File: src/rtl/risc_ctrl_pkg.sv
// risc_ctrl_pkg: shared state encoding and default sizing for the run controller.
package risc_ctrl_pkg;

  typedef enum logic [2:0] {
    IDLE,
    LOAD,
    HOLD,
    RUN,
    DONE,
    TMO
  } state_t;

  localparam int unsigned WORD_W             = 16;
  localparam int unsigned DEF_PROG_DEPTH     = 8;
  localparam int unsigned DEF_ADDR_W         = 3;
  localparam int unsigned DEF_RST_CYCLES     = 2;
  localparam int unsigned DEF_TIMEOUT_CYCLES = 1024;
  localparam int unsigned DEF_CNT_W          = 16;

endpackage

File: src/rtl/risc_run_ctrl_if.sv
// risc_run_ctrl_if: program-load stream from the host into the run controller.
interface risc_run_ctrl_if;
  import risc_ctrl_pkg::*;

  logic              ld_valid;
  logic [WORD_W-1:0] ld_data;
  logic              ld_last;
  logic              ld_ready;

  modport master (output ld_valid, output ld_data, output ld_last, input ld_ready);
  modport slave  (input ld_valid, input ld_data, input ld_last, output ld_ready);

endinterface

File: src/rtl/risc_trace_fifo.sv
// risc_trace_fifo: generic 4-entry synchronous FIFO; push when full and pop when
// empty are ignored. clr empties it synchronously.
module risc_trace_fifo #(
  parameter int unsigned W = 16
) (
  input  logic         clk,
  input  logic         rst,
  input  logic         clr,
  input  logic         push,
  input  logic [W-1:0] din,
  input  logic         pop,
  output logic         valid,
  output logic [W-1:0] dout,
  output logic         full
);

  logic [W-1:0] mem [4];
  logic [1:0]   rd_ptr;
  logic [1:0]   wr_ptr;
  logic [2:0]   count;
  logic         do_push;
  logic         do_pop;

  assign valid   = (count != 3'd0);
  assign full    = (count == 3'd4);
  assign dout    = mem[rd_ptr];
  assign do_push = push && !full;
  assign do_pop  = pop && valid;

  // Storage, pointers and occupancy.
  always_ff @(posedge clk or posedge rst) begin
    if (rst) begin
      for (int unsigned i = 0; i < 4; i++) mem[i] <= '0;
      rd_ptr <= '0;
      wr_ptr <= '0;
      count  <= '0;
    end else if (clr) begin
      rd_ptr <= '0;
      wr_ptr <= '0;
      count  <= '0;
    end else begin
      if (do_push) begin
        mem[wr_ptr] <= din;
        wr_ptr      <= wr_ptr + 2'd1;
      end
      if (do_pop) rd_ptr <= rd_ptr + 2'd1;
      count <= count + {2'b00, do_push} - {2'b00, do_pop};
    end
  end

endmodule

File: src/rtl/risc_run_ctrl.sv
// risc_run_ctrl: loads a program into the core's instruction memory, holds the
// PC in reset, releases the core and supervises it until HLT or timeout.
// Build option OUTR_TRACE_EN adds a 4-deep trace FIFO of OutR changes during RUN.
module risc_run_ctrl
  import risc_ctrl_pkg::*;
#(
  parameter int unsigned PROG_DEPTH     = DEF_PROG_DEPTH,
  parameter int unsigned ADDR_W         = DEF_ADDR_W,
  parameter int unsigned RST_CYCLES     = DEF_RST_CYCLES,
  parameter int unsigned TIMEOUT_CYCLES = DEF_TIMEOUT_CYCLES,
  parameter int unsigned CNT_W          = DEF_CNT_W
) (
  input  logic              clk,
  input  logic              rst,
  input  logic              start,
  risc_run_ctrl_if.slave    ld,
  output logic [WORD_W-1:0] core_ext_data,
  output logic              core_ext_we,
  output logic [ADDR_W-1:0] core_ld_addr,
  output logic              core_pc_rst,
  input  logic              core_done,
  input  logic [WORD_W-1:0] core_outr,
  output logic              busy,
  output logic              finished,
  output logic              timeout,
  output logic [WORD_W-1:0] result,
  output logic [CNT_W-1:0]  cycles
`ifdef OUTR_TRACE_EN
  ,
  output logic              trace_valid,
  output logic [WORD_W-1:0] trace_data,
  input  logic              trace_pop,
  output logic              trace_ovf
`endif
);

  localparam int unsigned       HOLD_W    = (RST_CYCLES > 1) ? $clog2(RST_CYCLES) : 1;
  localparam logic [HOLD_W-1:0] HOLD_LAST = HOLD_W'(RST_CYCLES - 1);
  localparam logic [ADDR_W-1:0] ADDR_LAST = ADDR_W'(PROG_DEPTH - 1);
  localparam logic [CNT_W-1:0]  TMO_LAST  = CNT_W'(TIMEOUT_CYCLES - 1);

  state_t            state;
  state_t            state_nxt;
  logic              start_go;
  logic              xfer;
  logic [ADDR_W-1:0] addr;
  logic [HOLD_W-1:0] hold_cnt;

  assign start_go      = start && (state inside {IDLE, DONE, TMO});
  assign xfer          = ld.ld_ready && ld.ld_valid;
  assign core_ext_we   = xfer;
  assign core_ext_data = xfer ? ld.ld_data : '0;
  assign core_ld_addr  = addr;

  // Next-state selection; halt wins over timeout in the same RUN cycle.
  always_comb begin
    state_nxt = state;
    case (state)
      IDLE, DONE, TMO: if (start_go) state_nxt = LOAD;
      LOAD:            if (xfer && (ld.ld_last || addr == ADDR_LAST)) state_nxt = HOLD;
      HOLD:            if (hold_cnt == HOLD_LAST) state_nxt = RUN;
      RUN: begin
        if (core_done)              state_nxt = DONE;
        else if (cycles == TMO_LAST) state_nxt = TMO;
      end
      default:         state_nxt = IDLE;
    endcase
  end

  // State, counters and status flags; flags are decoded from the next state so they are registered.
  always_ff @(posedge clk or posedge rst) begin
    if (rst) begin
      state       <= IDLE;
      addr        <= '0;
      hold_cnt    <= '0;
      cycles      <= '0;
      result      <= '0;
      ld.ld_ready <= 1'b0;
      core_pc_rst <= 1'b1;
      busy        <= 1'b0;
      finished    <= 1'b0;
      timeout     <= 1'b0;
    end else begin
      state       <= state_nxt;
      ld.ld_ready <= (state_nxt == LOAD);
      core_pc_rst <= !(state_nxt inside {RUN, DONE});
      busy        <= (state_nxt inside {LOAD, HOLD, RUN});
      finished    <= (state_nxt == DONE);
      timeout     <= (state_nxt == TMO);
      hold_cnt    <= (state == HOLD) ? hold_cnt + 1'b1 : '0;
      if (start_go) begin
        addr   <= '0;
        cycles <= '0;
      end else begin
        if (xfer) addr <= addr + 1'b1;
        if (state == RUN && cycles != '1) cycles <= cycles + 1'b1;
      end
      if (state == RUN && core_done) result <= core_outr;
    end
  end

`ifdef OUTR_TRACE_EN
  logic [WORD_W-1:0] last_outr;
  logic              trace_push;
  logic              trace_full;

  assign trace_push = (state == RUN) && (core_outr != last_outr);

  // Previous OutR for change detection; overflow stays set until the next start.
  always_ff @(posedge clk or posedge rst) begin
    if (rst) begin
      last_outr <= '0;
      trace_ovf <= 1'b0;
    end else begin
      last_outr <= core_outr;
      if (start_go)                       trace_ovf <= 1'b0;
      else if (trace_push && trace_full)  trace_ovf <= 1'b1;
    end
  end

  risc_trace_fifo #(.W(WORD_W)) u_trace (
    .clk   (clk),
    .rst   (rst),
    .clr   (start_go),
    .push  (trace_push),
    .din   (core_outr),
    .pop   (trace_pop),
    .valid (trace_valid),
    .dout  (trace_data),
    .full  (trace_full)
  );
`endif

endmodule

File: src/flat_wrapper.sv
// flat-port wrapper written by rule: the top's interface ports become plain ports
module risc_run_ctrl_flat import risc_ctrl_pkg::*;
#(
  parameter int unsigned PROG_DEPTH     = DEF_PROG_DEPTH,
  parameter int unsigned ADDR_W         = DEF_ADDR_W,
  parameter int unsigned RST_CYCLES     = DEF_RST_CYCLES,
  parameter int unsigned TIMEOUT_CYCLES = DEF_TIMEOUT_CYCLES,
  parameter int unsigned CNT_W          = DEF_CNT_W
)
  (clk, rst, start, core_ext_data, core_ext_we, core_ld_addr, core_pc_rst, core_done, core_outr, busy, finished, timeout, result, cycles, ld_ld_valid, ld_ld_data, ld_ld_last, ld_ld_ready);
  risc_run_ctrl_if ld_i ();
  input  logic clk;
  input  logic rst;
  input  logic start;
  output logic [WORD_W-1:0] core_ext_data;
  output logic core_ext_we;
  output logic [ADDR_W-1:0] core_ld_addr;
  output logic core_pc_rst;
  input  logic core_done;
  input  logic [WORD_W-1:0] core_outr;
  output logic busy;
  output logic finished;
  output logic timeout;
  output logic [WORD_W-1:0] result;
  output logic [CNT_W-1:0] cycles;
  input wire logic [$bits(ld_i.ld_valid)-1:0] ld_ld_valid;
  input wire logic [$bits(ld_i.ld_data)-1:0] ld_ld_data;
  input wire logic [$bits(ld_i.ld_last)-1:0] ld_ld_last;
  output wire logic [$bits(ld_i.ld_ready)-1:0] ld_ld_ready;
  assign ld_i.ld_valid = ld_ld_valid;
  assign ld_i.ld_data = ld_ld_data;
  assign ld_i.ld_last = ld_ld_last;
  assign ld_ld_ready = ld_i.ld_ready;
  risc_run_ctrl #(.PROG_DEPTH(PROG_DEPTH), .ADDR_W(ADDR_W), .RST_CYCLES(RST_CYCLES), .TIMEOUT_CYCLES(TIMEOUT_CYCLES), .CNT_W(CNT_W)) u_core (.clk(clk), .rst(rst), .start(start), .ld(ld_i), .core_ext_data(core_ext_data), .core_ext_we(core_ext_we), .core_ld_addr(core_ld_addr), .core_pc_rst(core_pc_rst), .core_done(core_done), .core_outr(core_outr), .busy(busy), .finished(finished), .timeout(timeout), .result(result), .cycles(cycles));
endmodule
File: config.mk
export PLATFORM = sky130hd
export DESIGN_NAME = risc_run_ctrl_flat
export DESIGN_NICKNAME = d
export VERILOG_FILES = /design/src/rtl/risc_ctrl_pkg.sv /design/src/rtl/risc_run_ctrl_if.sv /design/src/rtl/risc_trace_fifo.sv /design/src/rtl/risc_run_ctrl.sv /design/src/flat_wrapper.sv
export SDC_FILE = /design/constraint.sdc
export NUM_CORES = 1
export LEC_CHECK = 0
export ABC_AREA = 1
export CAP_MARGIN = 10
export CORE_MARGIN = 5
export CORE_UTILIZATION = 47
export DETAILED_ROUTE_END_ITERATION = 10
export HOLD_SLACK_MARGIN = 0.1
export PLACE_DENSITY_LB_ADDON = 0.1
export SLEW_MARGIN = 25
export SYNTH_ARGS = -nofsm -noshare
export SYNTH_HDL_FRONTEND = slang
export SYNTH_HIERARCHICAL = 1
export SYNTH_SLANG_ARGS = --single-unit
File: constraint.sdc
create_clock -name clk -period 3.67 [get_ports clk]
set_clock_uncertainty 0.05 [all_clocks]
set_input_delay 0.5505 -clock clk [delete_from_list [all_inputs] [get_ports clk]]
set_output_delay 0.5505 -clock clk [all_outputs]
set_load 0.005 [all_outputs]
==> reports/results.ini <==
[timing]
fin_crit_sh_pct = 73.7
tightest_slew_ns = 0.702
clock.fmax_mhz = 370
hold_viol = 0
slew-limit-headroom_pct = 53.1
min_period_ns = 2.70
slew_viol_final = 0
setup_ws_ns = 0.965
finalSetupTns_ns = 0
finalSetupViolCount = 0
rsz0062_at_grt = false

[clock_tree]
clk_path_buf_depth = 2
cts_hold_buffers = 0
cts_sinks = 44
clkTransAtPathRegs_ns = 0.08
cts_resized = 0
clock_tree.root_cell = clkbuf_8
cts_tree = yes
clock_latency_ns = 0.30
htreeDepth = 2
postCtsSetupBuffers = 0
cts_made_buffers = 5

[logic_synthesis]
synth_top_flop_cell = dfrtp_1
ys_seq_area_share_pct = 46.6
asyncSetResetFlopFracSynth_pct = 100
yosysTopAreaCellShare_pct = 45.5
post_synth_fa_ha_maj_area_fraction_pct = 1.59
synthMuxAreaShare_pct = 7.61
synthCells = 296
syn_area_per_cell_sq_um = 8.00
synth_edf_count = 0
synth.distinct_cells = 28
yosys-top-cells-count = nand2_1 (80), dfrtp_1 (43), nor2_1 (43)
synthSimpleGateAreaFrac_pct = 29.4
ys_warn_count = 6
syn_area_sq_um = 2370
synthTopCellsByArea = dfrtp_1 (45%), nand2_1 (13%), nor2_1 (6.8%), inv_1 (6.5%), mux2_1 (4.8%)
synth_most_common_cell = nand2_1
yosys.area.top_type = dfrtp_1
synthXorXnorAreaFrac_pct = 2.59
synth_fp_nets = 337
synth-compound-area-share_pct = 3.75
synth_top_family_by_area = simple AND/OR/NAND/NOR gates
ys_ff_latch = 44

[grt]
grt.overflow.total = 0
grt_pass1_wl_microns = 10400
grt.total_usage_pct = 20.4
grtUsageMet1_pct = 25.4
grtUsageMet2_pct = 32.8
busiest_layer = met2
antenna_found_initial = 0
met3_usage_pct = 7.54
grt_max_degree = 45
grt_pass1_vias = 2239

[routing]
drtPass1Iterations = 4
wirelength_microns = 6150
drtIter0Drc = 145
ant_nets = 0
vias_per_cell = 4.91
dr_total_vias = 2262
wire_per_inst_microns = 13.3
drc = 0

[layout]
antenna_cells = 0
multi_input_area_sq_um = 1060
layout-drive-gt1-share_pct = 7.36
n_fill_cell = 405
syn2layout_area_growth_pct = 46.9
seq_area_sq_um = 1100
nets = 434

[power]
clkPwrFrac_pct = 19.2
ir_worst_vdd_v = 0.000404
p_leak_nw = 1.68
powerDensity_nw_per_um2 = 558
p_sw_mw = 0.645
p_comb_share_pct = 43.2
p_int_mw = 1.30
swShare_pct = 33.2
pwr-share-seq_pct = 37.6

[hold_path]
worstHoldPathCells = 1
worstHoldPathType = reg2reg

[place]
portBuffers = 94
dpl_worst_slack_ns = 0.957
post-dp-hpwl_microns = 4720
gp_congestion = 0.891

[floorplan]
fp.dieW_microns = 81.0
dieArea_sq_um = 6560
die_h_microns = 81.0
start_util_pct = 49.1
io_pins = 95
core_area_sq_um = 4820
rows = 25

[critical_path]
critPathKind = in2out
cp-end-kind = primary output
cp_data_arrival_time_ns = 2.10
crit_buf_inv = 3
worst-path-stages = 4
crit_chain = clkdlybuf4s50_1 > nand2_1 > inv_1 > clkdlybuf4s50_1
cpPeakStageDelay_ns = 0.53
worst-path-max-fanout = 19
crit_top_cell = clkdlybuf4s50_1
cp-start-kind = input pin
cp_slowest_cell = clkdlybuf4s50_1
required_ns = 3.07
reg2regPathDepth = 9
critical_path.top_delay_family = buffers and inverters

[run_status]
outcome = completed

[flow_run]
timing.max_cap.violations = 0

[flip-flops by register name, indices dropped and copies added (netlist names)]
signal and flops:
u_core/finished 1, u_core/core_pc_rst 1, u_core/cycles 16, u_core/state 3, u_core/ld.ld_ready 1, u_core/core_ld_addr 3
u_core/timeout 1, u_core/hold_cnt 1, u_core/busy 1, u_core/result 16
[routing by layer]
metal,part of all wire (%),vias to the layer above
met2,47,86
met1,42,1051
li1,-,1119
met3,9.9,6
met5,0,-
met4,1.2,0
[cells by family (layout without fill, tap and decap cells)]
group                      count (synthesis)  in the layout
and+or+nand+nor                          162            162
buffers and inverters                     49            147
DFF                                       44             44
muxes                                     16             16
AOI/OAI and AO/OA                         15             15
xor gates and xnor gates                   7              7
adders and majority gates                  3              3
[worst register-to-register path, stage by stage, from the launching register on]
cell and delay, ns:
dfrtp_1 0.42, ha_1 0.25, nand2_1 0.08, nor2_1 0.06, nand2_2 0.08, nor2_4 0.04
nor2_2 0.53, nor2_4 0.18, nand2_1 0.09, o21ai_0 0.07
[worst paths after layout]
path / from / to / slack [ns]
setup / recovery: ld_ld_valid / core_ext_we / 0.97
max in group asynchronous: rst / u_core/core_pc_rst$_DFF_PP1_ / 2.56
min in group asynchronous: rst / u_core/result[14]$_DFFE_PP0P_ / 0.63
setup reg to reg: u_core/cycles[0]$_DFFE_PP0P_ / u_core/cycles[11]$_DFFE_PP0P_ / 1.69
hold reg to reg: u_core/hold_cnt$_DFF_PP0_ / u_core/hold_cnt$_DFF_PP0_ / 0.39
hold / removal: u_core/hold_cnt$_DFF_PP0_ / u_core/hold_cnt$_DFF_PP0_ / 0.39
[power by group through the flow]
| stage | combinational [mW] | clock (mW) | sequential [mW] |
|---|---|---|---|
| 2_1_floorplan | 0.392 | 0 | 0.740 |
| 5_1_grt | 0.943 | 0.406 | 0.754 |
| 4_1_cts | 0.852 | 0.381 | 0.733 |
| 3_3_place_gp | 0.825 | 0 | 0.730 |
| 3_5_place_dp | 0.842 | 0 | 0.739 |
| 6_report | 0.839 | 0.372 | 0.731 |
[cell type report]
class,count,area share (%)
sequential,44,31.7
multi-input combinational,203,30.6
timing repair buffer,96,27.5
inverter,43,4.64
tap,67,2.41
clock buffer,5,1.98
clock inverter,3,1.22
[cells in the final DEF, fill, tap and decap left out, drive strengths merged, types with 4 or more instances in the layout]
cell type      netlist  layout
nor2                48      48
inv                 43      43
nand3               18      18
nand2               83      83
clkbuf               2       5
dfrtp               43      43
clkdlybuf4s50        0      94
o21ai                5       5
xor2                 4       4
mux2                16      16
nand4               10      10
[through the flow]
step                utilization (%)  cells  cell area (sq um)  hold WS [ns]  total power, mW
CTS                            72.2    461               3480         0.392             1.97
finish                         72.2    461               3480         0.390             1.94
floorplan                         -    296               2370         0.357             1.13
detailed placement             69.9    453               3370         0.378             1.58
global placement               69.9    453               3370         0.373             1.55
global route                   72.2    461               3480         0.413             2.10
(Power assumes the default switching activity.)
